`src/rtl/sb_pkg.sv`:
```
// Shared types and sizing helpers for the store buffer.
//   sb_entry_t   : one pending store (word address + data) at the default widths
//   sb_ptr_w()   : head/tail pointer width for a given depth
//   sb_cnt_w()   : occupancy counter width for a given depth (must hold DEPTH)
package sb_pkg;

  localparam int SB_DEPTH_DEF = 4;
  localparam int SB_AW_DEF    = 32;
  localparam int SB_DW_DEF    = 32;

  localparam int SB_PTR_W_DEF = $clog2(SB_DEPTH_DEF);
  localparam int SB_CNT_W_DEF = $clog2(SB_DEPTH_DEF + 1);

  typedef struct packed {
    logic [SB_AW_DEF-3:0] waddr;
    logic [SB_DW_DEF-1:0] data;
  } sb_entry_t;

  function automatic int sb_ptr_w(input int depth);
    return $clog2(depth);
  endfunction

  function automatic int sb_cnt_w(input int depth);
    return $clog2(depth + 1);
  endfunction

endpackage

```
`src/rtl/sb_match.sv`:
```
// Address match for the store buffer entry array.
// Ports:
//   waddr        in   per-entry word address
//   valid        in   per-entry valid mask
//   head         in   index of the oldest entry
//   query        in   word address being looked up
//   hit          out  per-entry match mask (valid && address equal)
//   youngest_idx out  index of the youngest matching entry
//   any_hit      out  at least one entry matches
module sb_match
  import sb_pkg::*;
#(
  parameter int DEPTH = SB_DEPTH_DEF,
  parameter int WAW   = SB_AW_DEF - 2,
  parameter int PTR_W = SB_PTR_W_DEF
) (
  input  logic [WAW-1:0]   waddr [DEPTH],
  input  logic [DEPTH-1:0] valid,
  input  logic [PTR_W-1:0] head,
  input  logic [WAW-1:0]   query,
  output logic [DEPTH-1:0] hit,
  output logic [PTR_W-1:0] youngest_idx,
  output logic             any_hit
);

  logic [PTR_W-1:0] idx;

  always_comb begin
    for (int i = 0; i < DEPTH; i++) begin
      hit[i] = valid[i] && (waddr[i] == query);
    end
    any_hit = |hit;
  end

  // Walk from oldest to youngest; the last hit seen is the youngest.
  always_comb begin
    youngest_idx = head;
    idx          = head;
    for (int k = 0; k < DEPTH; k++) begin
      idx = head + PTR_W'(k);
      if (hit[idx]) youngest_idx = idx;
    end
  end

endmodule

```
`src/rtl/store_buffer.sv`:
```
// Posted-write store buffer between the MEM stage and a data memory.
// Stores retire in one cycle into a circular queue; the queue drains to
// memory whenever the shared address bus is not needed by a load.
// Optional feature macro: STORE_FWD_EN
//   defined   : loads hitting pending stores get the youngest matching data
//   undefined : such loads stall until every matching store has drained
// Ports:
//   clk, rst_n             clock, synchronous active-low reset
//   cpu_we/cpu_re          store / load request
//   cpu_a, cpu_wd, cpu_rd  byte address, store data, load data
//   cpu_stall              hold the current MEM-stage request
//   mem_ready              memory can accept a write this cycle
//   mem_we, mem_a, mem_wd  memory write strobe, shared address, write data
//   mem_rd                 memory combinational read data
//   sb_empty, sb_full      occupancy flags
module store_buffer
  import sb_pkg::*;
#(
  parameter int DEPTH = SB_DEPTH_DEF,
  parameter int AW    = SB_AW_DEF,
  parameter int DW    = SB_DW_DEF
) (
  input  logic          clk,
  input  logic          rst_n,
  input  logic          cpu_we,
  input  logic          cpu_re,
  input  logic [AW-1:0] cpu_a,
  input  logic [DW-1:0] cpu_wd,
  output logic [DW-1:0] cpu_rd,
  output logic          cpu_stall,
  input  logic          mem_ready,
  output logic          mem_we,
  output logic [AW-1:0] mem_a,
  output logic [DW-1:0] mem_wd,
  input  logic [DW-1:0] mem_rd,
  output logic          sb_empty,
  output logic          sb_full
);

  localparam int PTR_W = sb_ptr_w(DEPTH);
  localparam int CNT_W = sb_cnt_w(DEPTH);
  localparam int WAW   = AW - 2;

  typedef struct packed {
    logic [WAW-1:0] waddr;
    logic [DW-1:0]  data;
  } entry_t;

  entry_t           entries [DEPTH];
  logic [DEPTH-1:0] valid;
  logic [PTR_W-1:0] head;
  logic [PTR_W-1:0] tail;
  logic [CNT_W-1:0] count;

  logic [WAW-1:0]   ent_waddr [DEPTH];
  logic [WAW-1:0]   query;
  logic [DEPTH-1:0] hit;
  logic [PTR_W-1:0] youngest_idx;
  logic             any_hit;

  logic load_req;
  logic is_full;
  logic is_empty;
  logic fwd_hazard_stall;
  logic drain_fire;
  logic enq_fire;

  always_comb begin
    for (int i = 0; i < DEPTH; i++) begin
      ent_waddr[i] = entries[i].waddr;
    end
  end

  assign query = cpu_a[AW-1:2];

  sb_match #(
    .DEPTH(DEPTH),
    .WAW  (WAW),
    .PTR_W(PTR_W)
  ) u_match (
    .waddr       (ent_waddr),
    .valid       (valid),
    .head        (head),
    .query       (query),
    .hit         (hit),
    .youngest_idx(youngest_idx),
    .any_hit     (any_hit)
  );

  // A store issued together with a load wins; the load is dropped.
  assign load_req = cpu_re && !cpu_we;
  assign is_full  = (count == CNT_W'(DEPTH));
  assign is_empty = (count == '0);

`ifdef STORE_FWD_EN
  assign fwd_hazard_stall = 1'b0;
  assign cpu_rd = any_hit ? entries[youngest_idx].data : mem_rd;
`else
  assign fwd_hazard_stall = load_req && any_hit;
  assign cpu_rd = mem_rd;
`endif

  // Per-entry mask is only needed inside the matcher.
  logic unused_hit;
  assign unused_hit = ^{hit, youngest_idx};

  // Loads own the bus unless they are blocked behind a matching store,
  // in which case draining is how the block clears.
  assign drain_fire = rst_n && !is_empty && mem_ready &&
                      (!load_req || fwd_hazard_stall);
  assign enq_fire   = rst_n && cpu_we && (!is_full || drain_fire);

  assign mem_we    = drain_fire;
  assign mem_a     = drain_fire ? {entries[head].waddr, 2'b00} : cpu_a;
  assign mem_wd    = entries[head].data;
  assign cpu_stall = rst_n &&
                     ((cpu_we && is_full && !drain_fire) || fwd_hazard_stall);
  assign sb_empty  = !rst_n || is_empty;
  assign sb_full   = rst_n && is_full;

  always_ff @(posedge clk) begin
    if (!rst_n) begin
      head  <= '0;
      tail  <= '0;
      count <= '0;
      valid <= '0;
    end else begin
      if (drain_fire) begin
        valid[head] <= 1'b0;
        head        <= head + PTR_W'(1);
      end
      // Enqueue after drain so a full-and-draining cycle refills the slot.
      if (enq_fire) begin
        entries[tail] <= '{waddr: query, data: cpu_wd};
        valid[tail]   <= 1'b1;
        tail          <= tail + PTR_W'(1);
      end
      case ({enq_fire, drain_fire})
        2'b10:   count <= count + CNT_W'(1);
        2'b01:   count <= count - CNT_W'(1);
        default: count <= count;
      endcase
    end
  end

  always_ff @(posedge clk) begin
    if (rst_n) begin
      a_no_we_re : assert (!(cpu_we && cpu_re));
    end
  end

endmodule
```
`config.mk`:
```
export PLATFORM = sky130hd
export DESIGN_NAME = store_buffer
export DESIGN_NICKNAME = d
export VERILOG_FILES = /design/src/rtl/sb_pkg.sv /design/src/rtl/sb_match.sv /design/src/rtl/store_buffer.sv
export SDC_FILE = /design/constraint.sdc
export NUM_CORES = 1
export LEC_CHECK = 0
export ABC_AREA = 0
export CAP_MARGIN = 20
export CORE_ASPECT_RATIO = 0.7
export CORE_MARGIN = 2
export CORE_UTILIZATION = 38
export CTS_BUF_LIST = sky130_fd_sc_hd__clkbuf_8
export DETAILED_ROUTE_END_ITERATION = 8
export GPL_TIMING_DRIVEN = 1
export SLEW_MARGIN = 20
export SYNTH_ARGS = -nofsm -noshare
export SYNTH_HDL_FRONTEND = slang
export SYNTH_SLANG_ARGS = --single-unit
```
`constraint.sdc`:
```
create_clock -name clk -period 8.8 [get_ports clk]
set_input_delay 1.76 -clock clk [delete_from_list [all_inputs] [get_ports clk]]
set_output_delay 1.76 -clock clk [all_outputs]
set_load 0.02 [all_outputs]
```
Word-level counts from Yosys, hierarchy flattened

Memories as Yosys holds them, arrays and structs flattened. A register that Yosys moved wholly into a read port is not among the register bits.
Cells that the tools add are included.

$add $sub $neg: 4
Multiply operators: 0
Divide/modulo/power cells: 0
Magnitude comparators: 4
Equality and inequality tests: 7
Shift-type cells: 0
Mux-type cells: 14
Bitwise operators: 3
Reductions and logical operators: 30

Operator list:

| kind                                                                                 | count |
|---|---|
| 30-bit equality test                                                                 | 4 |
| 32-bit two-way mux                                                                   | 1 |
| 1-bit logical AND                                                                    | 17 |
| 4-bit two-way mux                                                                    | 3 |
| 1-bit zero test                                                                      | 6 |
| 2-bit by 3-bit < comparator with 1-bit output (second input constant)                | 2 |
| 3-bit case mux with 2 select lines                                                   | 1 |
| 1-bit two-way mux                                                                    | 5 |
| 2-bit by 1-bit adder with 2-bit output (second input constant)                       | 2 |
| 4-bit bitwise AND                                                                    | 1 |
| 1-bit demux with 2-bit select                                                        | 2 |
| 2-bit by 1-bit greater-or-equal comparator with 1-bit output (second input constant) | 2 |
| 1-bit logical OR                                                                     | 4 |
| 2-bit two-way mux                                                                    | 2 |
| 4-bit NOT                                                                            | 1 |
| 4-bit bitwise OR                                                                     | 1 |
| 4-bit OR reduction                                                                   | 1 |
| 3-bit by 1-bit adder with 3-bit output (second input constant)                       | 1 |
| 3-bit equality test (second input constant)                                          | 1 |
| 3-bit zero test                                                                      | 1 |
| 3-bit by 1-bit subtractor with 3-bit output (second input constant)                  | 1 |
| 2-bit by 1-bit equality test with 1-bit output (second input constant)               | 1 |
| 2-bit equality test (second input constant)                                          | 1 |
| 2-bit nonzero test                                                                   | 1 |

Register bits after elaboration: 11
Bits in latches: 0
RAM bits: 248
ROM bits: 0
Input bits: 101
Output and inout bits: 100
Logic and storage cells: 67
Memories kept: 1

Memory list:

| memory  | words | bits a word | rd ports | clocked after Yosys merged registers in | write ports | RTL line           | RTL |
|---|---|---|---|---|---|---|---|
| entries | 4     | 62          | 5        | 1                                       | 1           | store_buffer.sv:49 | `entry_t entries [DEPTH];` |

Longest topological paths before layout

Depth in word-level cells: 11
Mapped depth: 15
Depth with buffers taken out: 11

Hierarchy

Synthesis repeated with hierarchy kept, for this count alone.

Cell total of the unflattened synthesis: 674
Area total of the unflattened synthesis: 11,905.2 um^2

By module, submodules not included:

| module       | instances | cells an instance | area each (um^2) | sequential area each (um^2) |
|---|---|---|---|---|
| store_buffer | 1         | 486               | 10,377.5         | 7,707.4 |
| sb_match     | 1         | 188               | 1,527.7          | 0.0 |

Worst setup path before layout

No wires, ideal clock.

Kind: in2out
Start point: input cpu_a[13]
End point: output mem_a[23]
Data arrival time: 3,403 ps
Required time: 7,040 ps
Setup slack: 3,637 ps
Cell stages on the path: 12
Buffers on the path: 4
Cells stage by stage: buf_2 -> xnor2_1 -> nand4_1 -> nor4_1 -> a22oi_1 -> a31o_1 -> buf_6 -> inv_6 -> buf_12 -> buf_12 -> nand2_2 -> nand2_1

Word-level cells in the longest chain between the ends: 7
Elaborated cells between the ends (all ways): 13
Classes of those cells: eq/ne (4); mux (1); reduce/logical (8)

RTL lines:

| item                   | RTL line            | RTL |
|---|---|---|
| start: declaration     | store_buffer.sv:27  | `input logic [AW-1:0] cpu_a,` |
| 30-bit equality test   | sb_match.sv:30      | `hit[i] = valid[i] && (waddr[i] == query);` |
| 1-bit logical AND      | sb_match.sv:30      |  |
| 4-bit OR reduction (*) | sb_match.sv:32      | `any_hit = \|hit;` |
| 1-bit logical AND (*)  | store_buffer.sv:99  | `assign fwd_hazard_stall = load_req && any_hit;` |
| 1-bit logical OR (*)   | store_buffer.sv:110 | `(!load_req \|\| fwd_hazard_stall);` |
| 1-bit logical AND (*)  | store_buffer.sv:109 | `assign drain_fire = rst_n && !is_empty && mem_ready &&` |
| via mem_we             | store_buffer.sv:32  | `output logic mem_we,` |
| 32-bit two-way mux (*) | store_buffer.sv:114 | `assign mem_a = drain_fire ? {entries[head].waddr, 2'b00} : cpu_a;` |
| end: declaration       | store_buffer.sv:33  | `output logic [AW-1:0] mem_a,` |

The timed path passes the listed nets; every way through them passes the cells marked *.

Worst setup path after layout

Start point: input cpu_a[2]
End point: output mem_a[2]

Word-level cells in the longest chain between the ends: 7
Elaborated cells between the ends (all ways): 13
Classes of those cells: eq/ne (4); mux (1); reduce/logical (8)

RTL lines:

| item                   | RTL line |
|---|---|
| 30-bit equality test   | sb_match.sv:30 |
| 1-bit logical AND      | sb_match.sv:30 |
| 4-bit OR reduction     | sb_match.sv:32 |
| 1-bit logical AND      | store_buffer.sv:99 |
| 1-bit logical OR       | store_buffer.sv:110 |
| 1-bit logical AND      | store_buffer.sv:109 |
| 32-bit two-way mux (*) | store_buffer.sv:114 |

Mark *: on every way between the ends. The rest lies on a longest branch, timed or not.

==> flow_summary.toml <==
[outcome]
run_status = "finished, final reports clean"

[grt]
largest_net_degree_at_the_start_of_global_routing = 64
grt_usage = 0.168
via_count_of_the_first_global_routing_pass = 6446
first_pass_grt_wire_length_mm = 41.7
initial_antenna_violation_count = 2
globalRoute.totalOverflow = 0

[critical_path]
critPathCaptureType = "primary output"
timing.rr.end = "count[1]"
start_kind = "input pin"
critical_path_data_arrival_time_ns = 5.17
critPathRequiredTime_ns = 7.04
r2r.worst_path.cells = 11
max_stage_delay_ns = 0.65
setup.worst_path.class = "in -> out"
critical_path.max_fanout = 38
category_of_cells_accounting_for_the_largest_share_of_critical_path_delay = "buffers and inverters"
worst-r2r-setup-slack_ns = 5.46
worst_path_buf_inv = 3
slowest_stage = "sky130_fd_sc_hd__clkdlybuf4s50_1"
critical_path.reg2reg.startpoint = "entries[1][32]"
cp_cell_sequence = "clkdlybuf4s50_1 > xnor2_1 > nand4_1 > nor4_1 > a22oi_1 > a31o_2 > inv_6 > nand2_1 > nand2_1 > clkdlybuf4s50_1"

[floorplan]
die_area_mm2 = 0.0333
area_of_the_core_mm2 = 0.0312
chipHeight_um = 153
num_ports = 201
initial_core_util = 0.387
rows = 54
die_width_um = 217

[pwr]
irDropWorstVdd_mv = 0.130
leakage_nw = 4.47
power_per_cell_area_mw_per_mm2 = 221
power.total_mw = 3.12

[timing]
fin_ws_ns = 1.87
max_freq_mhz = 144
fin_tns_setup_ns = 0
finalCriticalPeriod_ns = 6.93
slew_viol_final = 0
holdWs_ns = 0.533
max-slew-margin-rel = 0.289
timing.final.setup_violations = 0
worst-slew-pin-transition_ns = 1.07
hold_viol = 0
rsz0062_at_grt = "false"
timing.final.crit_share = 0.787
worst_clock_skew_ns = 0.0246

[clock_tree]
cts_hold_buf = 0
cts.repair_timing.setup_buffer_count = 0
clk_pin_slew_worst_paths_ns = 0.05
clock_latency_on_the_worst_skew_pair_ns = 0.56
tritoncts = "yes"
ctsLongestPathBuffers = 3
post_cts_resized = 0
cts_htree_levels = 2
cts-buffers-inserted = 42
clock_sinks = 261
clk_root_buffer_cell = "sky130_fd_sc_hd__clkbuf_8"

[place]
postPlaceCellArea_mm2 = 0.0133
post-place-ws_ns = 1.93
gp_congestion = 0.776
placedCellCount = 1212
numPortBuffers = 136
dp.final_hpwl_mm = 18.0

[yosys]
synth_fp_nets = 850
synth-seq-cells = 261
synth_adder_area_share = 0.00994
synth_top_family_by_area = "multiplexers"
avgSynthCellArea_um2 = 16.3
ys.warnings.count = 0
synthCells = 740
yosys.area_share.simple = 0.0674
synth_xor_xnor_area_share = 0.0909
synth_cell_types = 39
yosysSeqAreaShare = 0.638
share_of_synthesized_area_spent_on_multiplexers = 0.118
synth-compound-area-share = 0.0154
synth.cell_area_mm2 = 0.0121

[drt]
drt_iter0_drc = 433
drc = 0
route.detailed.wl_per_inst_um = 21.7
vias = 6413
routed_via_density = 4.99
drt_wl_total_mm = 27.9
first_pass_iters = 4
antenna_violating_nets_post_route = 0

[cells_and_area]
layout_cell_area_excl_fill_mm2 = 0.0141
drive_gt1_frac = 0.188
layout_commonest_cell = "sky130_fd_sc_hd__edfxtp_1"
stdcell_count = 1284
nFillCells = 2779
layout.cells.most_common_list = "248 x sky130_fd_sc_hd__edfxtp_1, 136 x sky130_fd_sc_hd__clkdlybuf4s50_1, 117 x sky130_fd_sc_hd__xnor2_1, 70 x sky130_fd_sc_hd__nand2_1, 62 x sky130_fd_sc_hd__mux4_2"
final_core_util = 0.452
area_delta_synth_final_pct = 16.8
final_layout_net_count = 946

[run]
cap_viol_max_count = 0

[min_path]
worstHoldStart = "head[0]"
hold-path-cell-count = 1
worstHoldEndpoint = "head[0]"
hold_path.class = "reg -> reg"
## cell type report
type / count / area (um^2) / share of cell area
tap: 420 / 526 / 0.0372
clock buffer: 45 / 619 / 0.0439
timing repair buffer: 139 / 1380 / 0.0981
sequential: 261 / 7710 / 0.547
inverter: 9 / 38.8 / 0.00275
multi-input combinational: 383 / 3660 / 0.259
clock inverter: 26 / 173 / 0.0122
antenna: 1 / 2.50 / 0.000177
## worst register-to-register path, cell delays in order (launching register included)
cell,delay [ns]
sky130_fd_sc_hd__edfxtp_1,0.39
sky130_fd_sc_hd__xnor2_1,0.35
sky130_fd_sc_hd__nand4_1,0.17
sky130_fd_sc_hd__nor4_1,0.46
sky130_fd_sc_hd__a22oi_1,0.22
sky130_fd_sc_hd__a31o_2,0.31
sky130_fd_sc_hd__inv_6,0.37
sky130_fd_sc_hd__nand2_1,0.14
sky130_fd_sc_hd__fa_1,0.53
sky130_fd_sc_hd__o22ai_1,0.09
sky130_fd_sc_hd__nand2_1,0.08
sky130_fd_sc_hd__o21ai_0,0.09
## where the power goes
part / total (mW) / leakage (nW) / switching, mW / internal [mW]
Combinational: 0.619 / 1.66 / 0.321 / 0.297
Sequential: 1.49 / 2.36 / 0.0566 / 1.43
Clock: 1.01 / 0.449 / 0.478 / 0.532
## synth_stat cells
cell / number / area [um^2]
sky130_fd_sc_hd__mux2i_1: 3 / 30.0
sky130_fd_sc_hd__nand2_1: 70 / 263
sky130_fd_sc_hd__a31o_1: 1 / 8.76
sky130_fd_sc_hd__o21a_1: 5 / 37.5
sky130_fd_sc_hd__a21boi_2: 4 / 45.0
sky130_fd_sc_hd__o21ai_0: 5 / 25.0
sky130_fd_sc_hd__ha_1: 8 / 100
sky130_fd_sc_hd__o22ai_1: 1 / 6.26
sky130_fd_sc_hd__clkbuf_1: 15 / 56.3
sky130_fd_sc_hd__nor2b_1: 1 / 6.26
sky130_fd_sc_hd__xor2_1: 1 / 8.76
sky130_fd_sc_hd__inv_1: 8 / 30.0
sky130_fd_sc_hd__xnor2_2: 4 / 65.1
sky130_fd_sc_hd__o211ai_1: 1 / 7.51
sky130_fd_sc_hd__fa_1: 1 / 20.0
sky130_fd_sc_hd__and3_1: 1 / 6.26
sky130_fd_sc_hd__a41oi_1: 1 / 8.76
sky130_fd_sc_hd__dfxtp_1: 13 / 260
sky130_fd_sc_hd__xnor2_1: 117 / 1020
sky130_fd_sc_hd__nor2_1: 8 / 30.0
sky130_fd_sc_hd__a31o_2: 1 / 8.76
sky130_fd_sc_hd__mux4_2: 62 / 1400
sky130_fd_sc_hd__buf_12: 4 / 80.1
sky130_fd_sc_hd__nor4_1: 8 / 50.1
sky130_fd_sc_hd__inv_6: 1 / 8.76
sky130_fd_sc_hd__or2_2: 1 / 6.26
sky130_fd_sc_hd__and2_1: 8 / 50.1
sky130_fd_sc_hd__nand4_1: 30 / 188
sky130_fd_sc_hd__buf_6: 22 / 248
sky130_fd_sc_hd__a22oi_1: 2 / 15.0
sky130_fd_sc_hd__a211oi_1: 1 / 7.51
sky130_fd_sc_hd__edfxtp_1: 248 / 7450
sky130_fd_sc_hd__buf_2: 13 / 65.1
sky130_fd_sc_hd__o31ai_1: 1 / 7.51
sky130_fd_sc_hd__nand3_1: 8 / 40.0
sky130_fd_sc_hd__o2111ai_1: 1 / 8.76
sky130_fd_sc_hd__buf_1: 1 / 3.75
sky130_fd_sc_hd__nand2_2: 28 / 175
sky130_fd_sc_hd__buf_4: 32 / 240
## cells by family after synthesis
group,after synthesis
flops,261
mux,65
xor+xnor,122
simple gates,163
buf+inv,96
fa+ha+maj,9
compound gates,24
## metal layers
layer	routed length, um	vias up	global-route usage
li1	-	2922	-
met2	12000	228	0.239
met3	1990	50	0.0468
met4	478	2	0.0411
met1	13400	3211	0.253
met5	13	-	0
## flip-flops by register name, indices dropped and copies added (netlist names), named ones only
register / count
head: 2
count: 3
tail: 2
entries: 248
valid: 4
## how the worst max path moves through the flow
stage	cells after the start	startpoint	slack (ns)	end
finish	10	cpu_a[2]	1.87	mem_a[2]
global route	10	cpu_a[2]	1.69	mem_a[2]
CTS	10	cpu_a[2]	1.91	mem_a[2]
detailed placement	10	cpu_a[2]	1.93	mem_a[2]
global placement	10	cpu_a[24]	1.91	mem_a[2]
floorplan	12	cpu_a[13]	3.64	mem_a[23]
Note: power is estimated with default switching activity, not from simulation.
